**config.mk**
```make
export PLATFORM = sky130hd
export DESIGN_NAME = bus_width_mux
export DESIGN_NICKNAME = d
export VERILOG_FILES = /design/src/rtl/bus_width_mux_pkg.sv /design/src/rtl/bus_width_mux.sv
export SDC_FILE = /design/constraint.sdc
export NUM_CORES = 1
export LEC_CHECK = 0
export CAP_MARGIN = 40
export CORE_UTILIZATION = 43
export DETAILED_ROUTE_END_ITERATION = 10
export GPL_TIMING_DRIVEN = 0
export HOLD_SLACK_MARGIN = 0.06
export PLACE_DENSITY_LB_ADDON = 0.12
export SYNTH_ARGS = -nofsm -noshare
export SYNTH_HDL_FRONTEND = slang
export SYNTH_SLANG_ARGS = --single-unit
```
**constraint.sdc**
```tcl
create_clock -name clk -period 4.5 [get_ports clk]
set_input_delay 0.9 -clock clk [delete_from_list [all_inputs] [get_ports clk]]
set_output_delay 0.9 -clock clk [all_outputs]
set_load 0.03 [all_outputs]
```
**src/rtl/bus_width_mux_pkg.sv**
```systemverilog
// Shared definitions for the wide-to-narrow bus multiplexer: FSM encodings,
// counter width and the lane-count derivation used by the decoder and bus fabric.
package bus_width_mux_pkg;

  localparam logic [1:0] ST_IDLE = 2'd0;
  localparam logic [1:0] ST_BEAT = 2'd1;
  localparam logic [1:0] ST_DONE = 2'd2;

  // Wait-state counter covers the full 0..15 range.
  localparam int CNT_BITS = 4;

  function automatic int clog2(input int value);
    int r;
    int v;
    r = 0;
    v = value - 1;
    while (v > 0) begin
      r++;
      v = v >> 1;
    end
    return r;
  endfunction

  // A single-lane bus still needs a one-bit lane port.
  function automatic int lane_bits(input int ratio);
    return (clog2(ratio) < 1) ? 1 : clog2(ratio);
  endfunction

endpackage

```
**src/rtl/bus_width_mux.sv**
```systemverilog
// Splits one CPU_WIDTH memory access into RATIO narrow beats with wait states,
// sysrdy stretching and a selectable lane order; ready is held low until done.
module bus_width_mux
  import bus_width_mux_pkg::*;
#(
  parameter int CPU_WIDTH    = 16,
  parameter int NARROW_WIDTH = 8,
  parameter int WAIT_STATES  = 4,
  parameter bit LOW_FIRST    = 1'b1
) (
  input  logic                                             clk,
  input  logic                                             reset_n,
  input  logic                                             clk_en,
  input  logic                                             memen,
  input  logic                                             start,
  input  logic                                             we,
  input  logic                                             sysrdy,
  input  logic [CPU_WIDTH-1:0]                             q,
  input  logic [NARROW_WIDTH-1:0]                          d8,
  output logic                                             ready,
  output logic                                             narrow_en,
  output logic [lane_bits(CPU_WIDTH / NARROW_WIDTH)-1:0]   lane,
  output logic [NARROW_WIDTH-1:0]                          q8,
  output logic [CPU_WIDTH-1:0]                             d,
  output logic                                             busy
);

  localparam int RATIO     = CPU_WIDTH / NARROW_WIDTH;
  localparam int LANE_BITS = lane_bits(RATIO);

  localparam logic [LANE_BITS-1:0] FIRST_LANE = LOW_FIRST ? LANE_BITS'(RATIO - 1) : '0;
  localparam logic [LANE_BITS-1:0] LAST_LANE  = LOW_FIRST ? '0 : LANE_BITS'(RATIO - 1);
  localparam logic [CNT_BITS-1:0]  WAIT_INIT  = CNT_BITS'(WAIT_STATES);

  logic [1:0]           state_reg, state_next;
  logic [CNT_BITS-1:0]  cnt_reg, cnt_next;
  logic [LANE_BITS-1:0] lane_reg, lane_next;
  logic                 start_access;
  logic                 capture_en;

  logic [NARROW_WIDTH-1:0] q_lane [RATIO];
  logic [RATIO-1:0]        lane_hit;

  always_comb begin
    state_next   = state_reg;
    cnt_next     = cnt_reg;
    lane_next    = lane_reg;
    start_access = 1'b0;
    capture_en   = 1'b0;
    case (state_reg)
      ST_IDLE: begin
        if (memen && start) begin
          start_access = 1'b1;
          state_next   = ST_BEAT;
          cnt_next     = WAIT_INIT;
          lane_next    = FIRST_LANE;
        end
      end
      ST_BEAT: begin
        if (!memen) begin
          state_next = ST_IDLE;
        end else if (cnt_reg != '0) begin
          cnt_next = cnt_reg - 1'b1;
        end else if (sysrdy) begin
          capture_en = !we;
          if (lane_reg == LAST_LANE) begin
            state_next = ST_DONE;
          end else begin
            lane_next = LOW_FIRST ? lane_reg - 1'b1 : lane_reg + 1'b1;
            cnt_next  = WAIT_INIT;
          end
        end
      end
      ST_DONE: state_next = ST_IDLE;
      default: state_next = ST_IDLE;
    endcase
  end

  always_ff @(posedge clk or negedge reset_n) begin
    if (!reset_n) begin
      state_reg <= ST_IDLE;
      cnt_reg   <= '0;
      lane_reg  <= FIRST_LANE;
    end else if (clk_en) begin
      state_reg <= state_next;
      cnt_reg   <= cnt_next;
      lane_reg  <= lane_next;
    end
  end

  // Lane 0 is the numerically most significant slice (CPU numbers bit 0 as MSB).
  genvar gi;
  generate
    for (gi = 0; gi < RATIO; gi++) begin : g_lane
      localparam int LO = (RATIO - 1 - gi) * NARROW_WIDTH;
      logic [NARROW_WIDTH-1:0] byte_reg;

      assign q_lane[gi]              = q[LO +: NARROW_WIDTH];
      assign lane_hit[gi]            = (lane_reg == LANE_BITS'(gi));
      assign d[LO +: NARROW_WIDTH]   = byte_reg;

      always_ff @(posedge clk or negedge reset_n) begin
        if (!reset_n) begin
          byte_reg <= '1;
        end else if (clk_en) begin
          if (start_access) begin
            byte_reg <= '1;
          end else if (capture_en && lane_hit[gi]) begin
            byte_reg <= d8;
          end
        end
      end
    end
  endgenerate

  always_comb begin
    q8 = '0;
    for (int i = 0; i < RATIO; i++) begin
      if (lane_hit[i]) q8 = q_lane[i];
    end
  end

  assign lane      = lane_reg;
  assign busy      = (state_reg != ST_IDLE);
  assign narrow_en = (state_reg == ST_BEAT);
  assign ready     = (state_reg == ST_IDLE) ? !(memen && start) : (state_reg == ST_DONE);

endmodule
```
Yosys cells after proc, flatten, opt, wreduce, memory -nomap -nowiden
Cells that the tools add are included.
- bits in registers: 23
- bits of input ports: 31
- add/subtract/negate cells: 2
- equal/unequal tests: 11
- muxes and demuxes: 30
- bitwise operators: 1
- reduce and logical (&&, ||, !) cells: 16
- operators by type and width (cell ; count):
    $mux W8 ; 5
    $mux W4 ; 5
    $mux W1 ; 12
    $reduce_and A6 Y1 ; 2
    $mux W2 ; 5
    $ne A3 B3 Y1 const B ; 3
    $ne A2 B2 Y1 const B ; 4
    $pmux W4 S2 ; 1
    $reduce_bool A2 Y1 ; 4
    $reduce_and A5 Y1 ; 1
    $pmux W2 S2 ; 1
    $reduce_and A2 Y1 ; 2
    $reduce_bool A4 Y1 ; 1
    $sub A4 B1 Y4 const B ; 1
    $logic_and A1 B1 Y1 ; 3
    $ne A3 B1 Y1 const B ; 1
    $ne A3 B2 Y1 const B ; 1
    $eq A2 B1 Y1 const B ; 1
    $eq A2 B2 Y1 const B ; 1
    $logic_not A1 Y1 ; 2
    $logic_not A2 Y1 ; 1
    $pmux W1 S2 ; 1
    $not A1 Y1 ; 1
    $sub A1 B1 Y1 const B ; 1

Logic depth before layout (Yosys ltp)
- depth after elaboration: 8
- mapped depth: 6

Worst setup path before layout
No wires, ideal clock.
- kind: register to output
- from: register lane_reg (netlist: lane)
- to: output q8[0]
- arrival: 1460 ps
- path slack: 2140 ps
- cell stages (with the launch flop): 3
- path through: dfstp_2 clkbuf_1 mux2_2
- cells in the longest elaborated chain, start to end: 1
- RTL lines (element ; line ; text):
    start, declared ; bus_width_mux.sv:37 ; logic [LANE_BITS-1:0] lane_reg, lane_next;
    start signal, assigned ; bus_width_mux.sv:87 ; lane_reg <= lane_next;
    $mux W8 ; bus_width_mux.sv:119 ; if (lane_hit[i]) q8 = q_lane[i];
    end, declared ; bus_width_mux.sv:23 ; output logic [NARROW_WIDTH-1:0] q8,
No other way between the ends.

Worst setup path in the final report
- from: register lane_reg (netlist: lane)
- to: output q8[1]
The elaborated chain is that of the path after synthesis.

==> summary.log <==
[floorplanning] chip width 54.6 um
[sta] Tmin final 3260 ps
[cells_and_area] number of standard cells in the final layout excluding fillers 194
[sta] endpoints failing hold 0
[synthesis] Synth Instances 101
[clocking] Num CTS Buffers 3
[global_route] wire length of the first global-routing pass 4710 um
[sta] period utilisation layout 0.725
[floorplanning] Die Footprint 2980 um^2
[cells_and_area] number of diodes added for antenna fixing 0
[placed_design] count of buffers inserted at the top-level ports 58
[setup_path] critical path data required time 3600 ps
[cells_and_area] relative area change from synthesis to final layout 55.4%
[global_route] largest net degree at the start of global routing 21
[hold_path] HP Start g_lane[0].byte_reg[5]
[sta] post-route worst setup slack 1240 ps
[hold_path] worst hold path cell count 1
[floorplanning] site row count 18
[synthesis] number of unique standard cell types used by synthesis 35
[clocking] Post-CTS Setup Inserts 0
[pwr] worst voltage drop across the vdd grid 0.473 mV
[sta] setup tns final 0 ps
[synthesis] post-synthesis cell area 1190 um^2
[placed_design] dpl ws 1280 ps
[setup_path] largest fanout on the critical path 10
[route] count of TritonRoute iterations in the first routing pass 4
[cells_and_area] most common cell after layout, fill and taps aside clkdlybuf4s50_1
[sta] peak clock frequency supported by timing 306 MHz
[setup_path] maximum single-stage delay on the critical path 620 ps
[route] WL/cell 16.5 um
[setup_path] signal arrival time at the worst endpoint 2360 ps
[global_route] residual overflow from global routing 0
[hold_path] capture endpoint of the worst hold path g_lane[0].byte_reg[5]
[setup_path] reg-to-reg startpoint cnt_reg[0]
[run_status] run status complete, no violations
[placed_design] final estimated routing congestion in global placement 0.793
[synthesis] share of synthesized area occupied by flip-flops and latches 0.502
[setup_path] cell type of the slowest stage on the worst timing path dfstp_2
[route] number of DRC markers in iteration 0 19
[setup_path] nature of the critical path startpoint register
[placed_design] Final HPWL DP 2510 um
[route] antenna viol nets, final 0
[setup_path] CP Cell Sequence clkbuf_1 > mux2_2 > clkdlybuf4s50_1
[global_route] number of global-route vias before repair 1001
[run] number of violations of the max-capacitance limit 0
[global_route] GRT Util Overall 0.224
[hold_path] classification of the worst-slack hold path reg -> reg
[pwr] power per cell area 488 nW/um^2
[floorplanning] initial core utilization 0.468
[route] DRC violations left 0
[floorplanning] core area 2540 um^2
[route] Via-to-Cell Ratio 5.43
[global_route] most congested layer reported by global routing met2
[clocking] Clk Latency, worst-skew pair 310 ps
[pwr] static leakage 0.715 nW
[global_route] global-route met2 utilization 0.388
[setup_path] internal reg-to-reg setup slack 2400 ps
[setup_path] endpoint type of the worst setup path primary output
[sta] Final Max Tran Viols 0
[clocking] count of clock tree sinks 23
[cells_and_area] commonest cells after routing, fill and taps aside clkdlybuf4s50_1 (58), dfstp_2 (17), o22a_1 (16)
[cells_and_area] flip-flop count of the largest register after layout 16
[sta] Finish-stage setup viols 0
[synthesis] syn nets 133
[clocking] clock-pin slew of the registers on the worst-case setup and hold paths 130 ps
[floorplanning] Top Ports 59
[cells_and_area] final layout net count 197
[clocking] # hold bufs at CTS 0
[setup_path] Reg2Reg Capture Point g_lane[0].byte_reg[1]
[setup_path] Worst Setup Path Type reg -> out
[sta] Slew HR 0.666
[placed_design] placed cell count 190
[floorplanning] Die Height 54.6 um
[clocking] maximum level of the CTS H-tree 1
[global_route] M3 GR Usage 0.0833
[synthesis] mean cell area of the mapped netlist 11.8 um^2
[sta] Worst Skew 15.9 ps
[setup_path] reg2reg path depth 6
[clocking] cts repair resizes 0
[cells_and_area] fraction of layout instances using a drive strength above 1 0.238
[sta] setup repair after global routing missed its margin no
[synthesis] Yosys reg bits 23
[global_route] met1 track utilization from global routing 0.267
[route] Total Routed Length 3200 um
[route] via count of the routed design 1054
[clocking] clock tree buffer depth 2
[clocking] CTS root buffer clkbuf_4
[global_route] initial antenna violation count 0
[clocking] clock tree from TritonCTS yes
[cells_and_area] fill count 196
[synthesis] total number of yosys warnings 0
[sta] pin slew with the least headroom to its limit 501 ps
## critical path, delay by kind of cell (launching register included)
kind	cells	cell delay (ps)
buffers and inverters	2	1030
flip-flops	1	620
multiplexers	1	400
## power breakdown
| part | internal [mW] | total, mW | switching [mW] |
|---|---|---|---|
| combinational | 0.221 | 0.472 | 0.251 |
| sequential | 0.294 | 0.337 | 0.0433 |
| clock | 0.0346 | 0.0940 | 0.0593 |
## worst max-delay path by stage
stage	from	to	slack [ps]	cells after the start
finish	lane	q8[1]	1240	3
global route	lane	q8[4]	1150	3
CTS	lane	q8[1]	1230	3
detailed placement	start	ready	1280	5
global placement	start	ready	1290	5
floorplan	lane	q8[0]	2140	2
## layout make-up
class                           instances  area (um^2)  area share
Buffer                                  2         15.0     0.00812
Clock buffer                            4         26.3      0.0142
Inverter                                5         18.8      0.0101
Sequential cell                        23          597       0.323
Tap cell                               30         37.5      0.0203
Multi-Input combinational cell         71          559       0.302
Timing Repair Buffer                   59          596       0.322
## synthesized netlist by cell type, drive strengths merged
master,n,area (um^2)
nor2b,2,12.5
nor2,5,18.8
a2bb2oi,1,8.76
ha,1,12.5
mux2,8,90.1
o31ai,1,7.51
or3,1,11.3
clkbuf,1,3.75
mux2i,1,10.0
o211ai,1,7.51
o22ai,1,6.26
dfrtp,6,150
buf,1,11.3
inv,5,18.8
dfstp,17,447
and2b,1,7.51
nand2b,2,12.5
a21oi,1,16.3
a311oi,2,17.5
o32a,1,11.3
nand4,1,6.26
a31oi,1,6.26
a22o,1,8.76
or2,1,6.26
or4,1,8.76
nand3,1,5.00
o21ai,8,43.8
o22a,16,140
or3b,1,11.3
nor3b,3,38.8
and3,1,7.51
nand2,7,26.3
## stage by stage
stage | hold WS, ps | total power, mW | instance area [um^2] | util
CTS | 524 | 0.910 | 1850 | 0.727
floorplan | 509 | 0.617 | 1190 | -
detailed placement | 507 | 0.813 | 1820 | 0.716
finish | 519 | 0.903 | 1850 | 0.727
global placement | 501 | 0.792 | 1810 | 0.710
global route | 535 | 0.949 | 1850 | 0.727
## metal layers
| metal | wire length (um) | vias to the layer above |
|---|---|---|
| li1 | - | 511 |
| met1 | 1250 | 523 |
| met2 | 1780 | 20 |
| met3 | 168 | 0 |
| met4 | 0 | 0 |
| met5 | 0 | - |
## cell families after synthesis
family / count (synthesis) / share of synthesized area
buffers and inverters: 7 / 0.0284
DFF: 23 / 0.502
AOI/OAI and AO/OA: 34 / 0.230
muxes: 9 / 0.0841
and+or+nand+nor: 27 / 0.145
adders and majority gates: 1 / 0.0105
No activity file was read; power rests on OpenSTA's default activity.
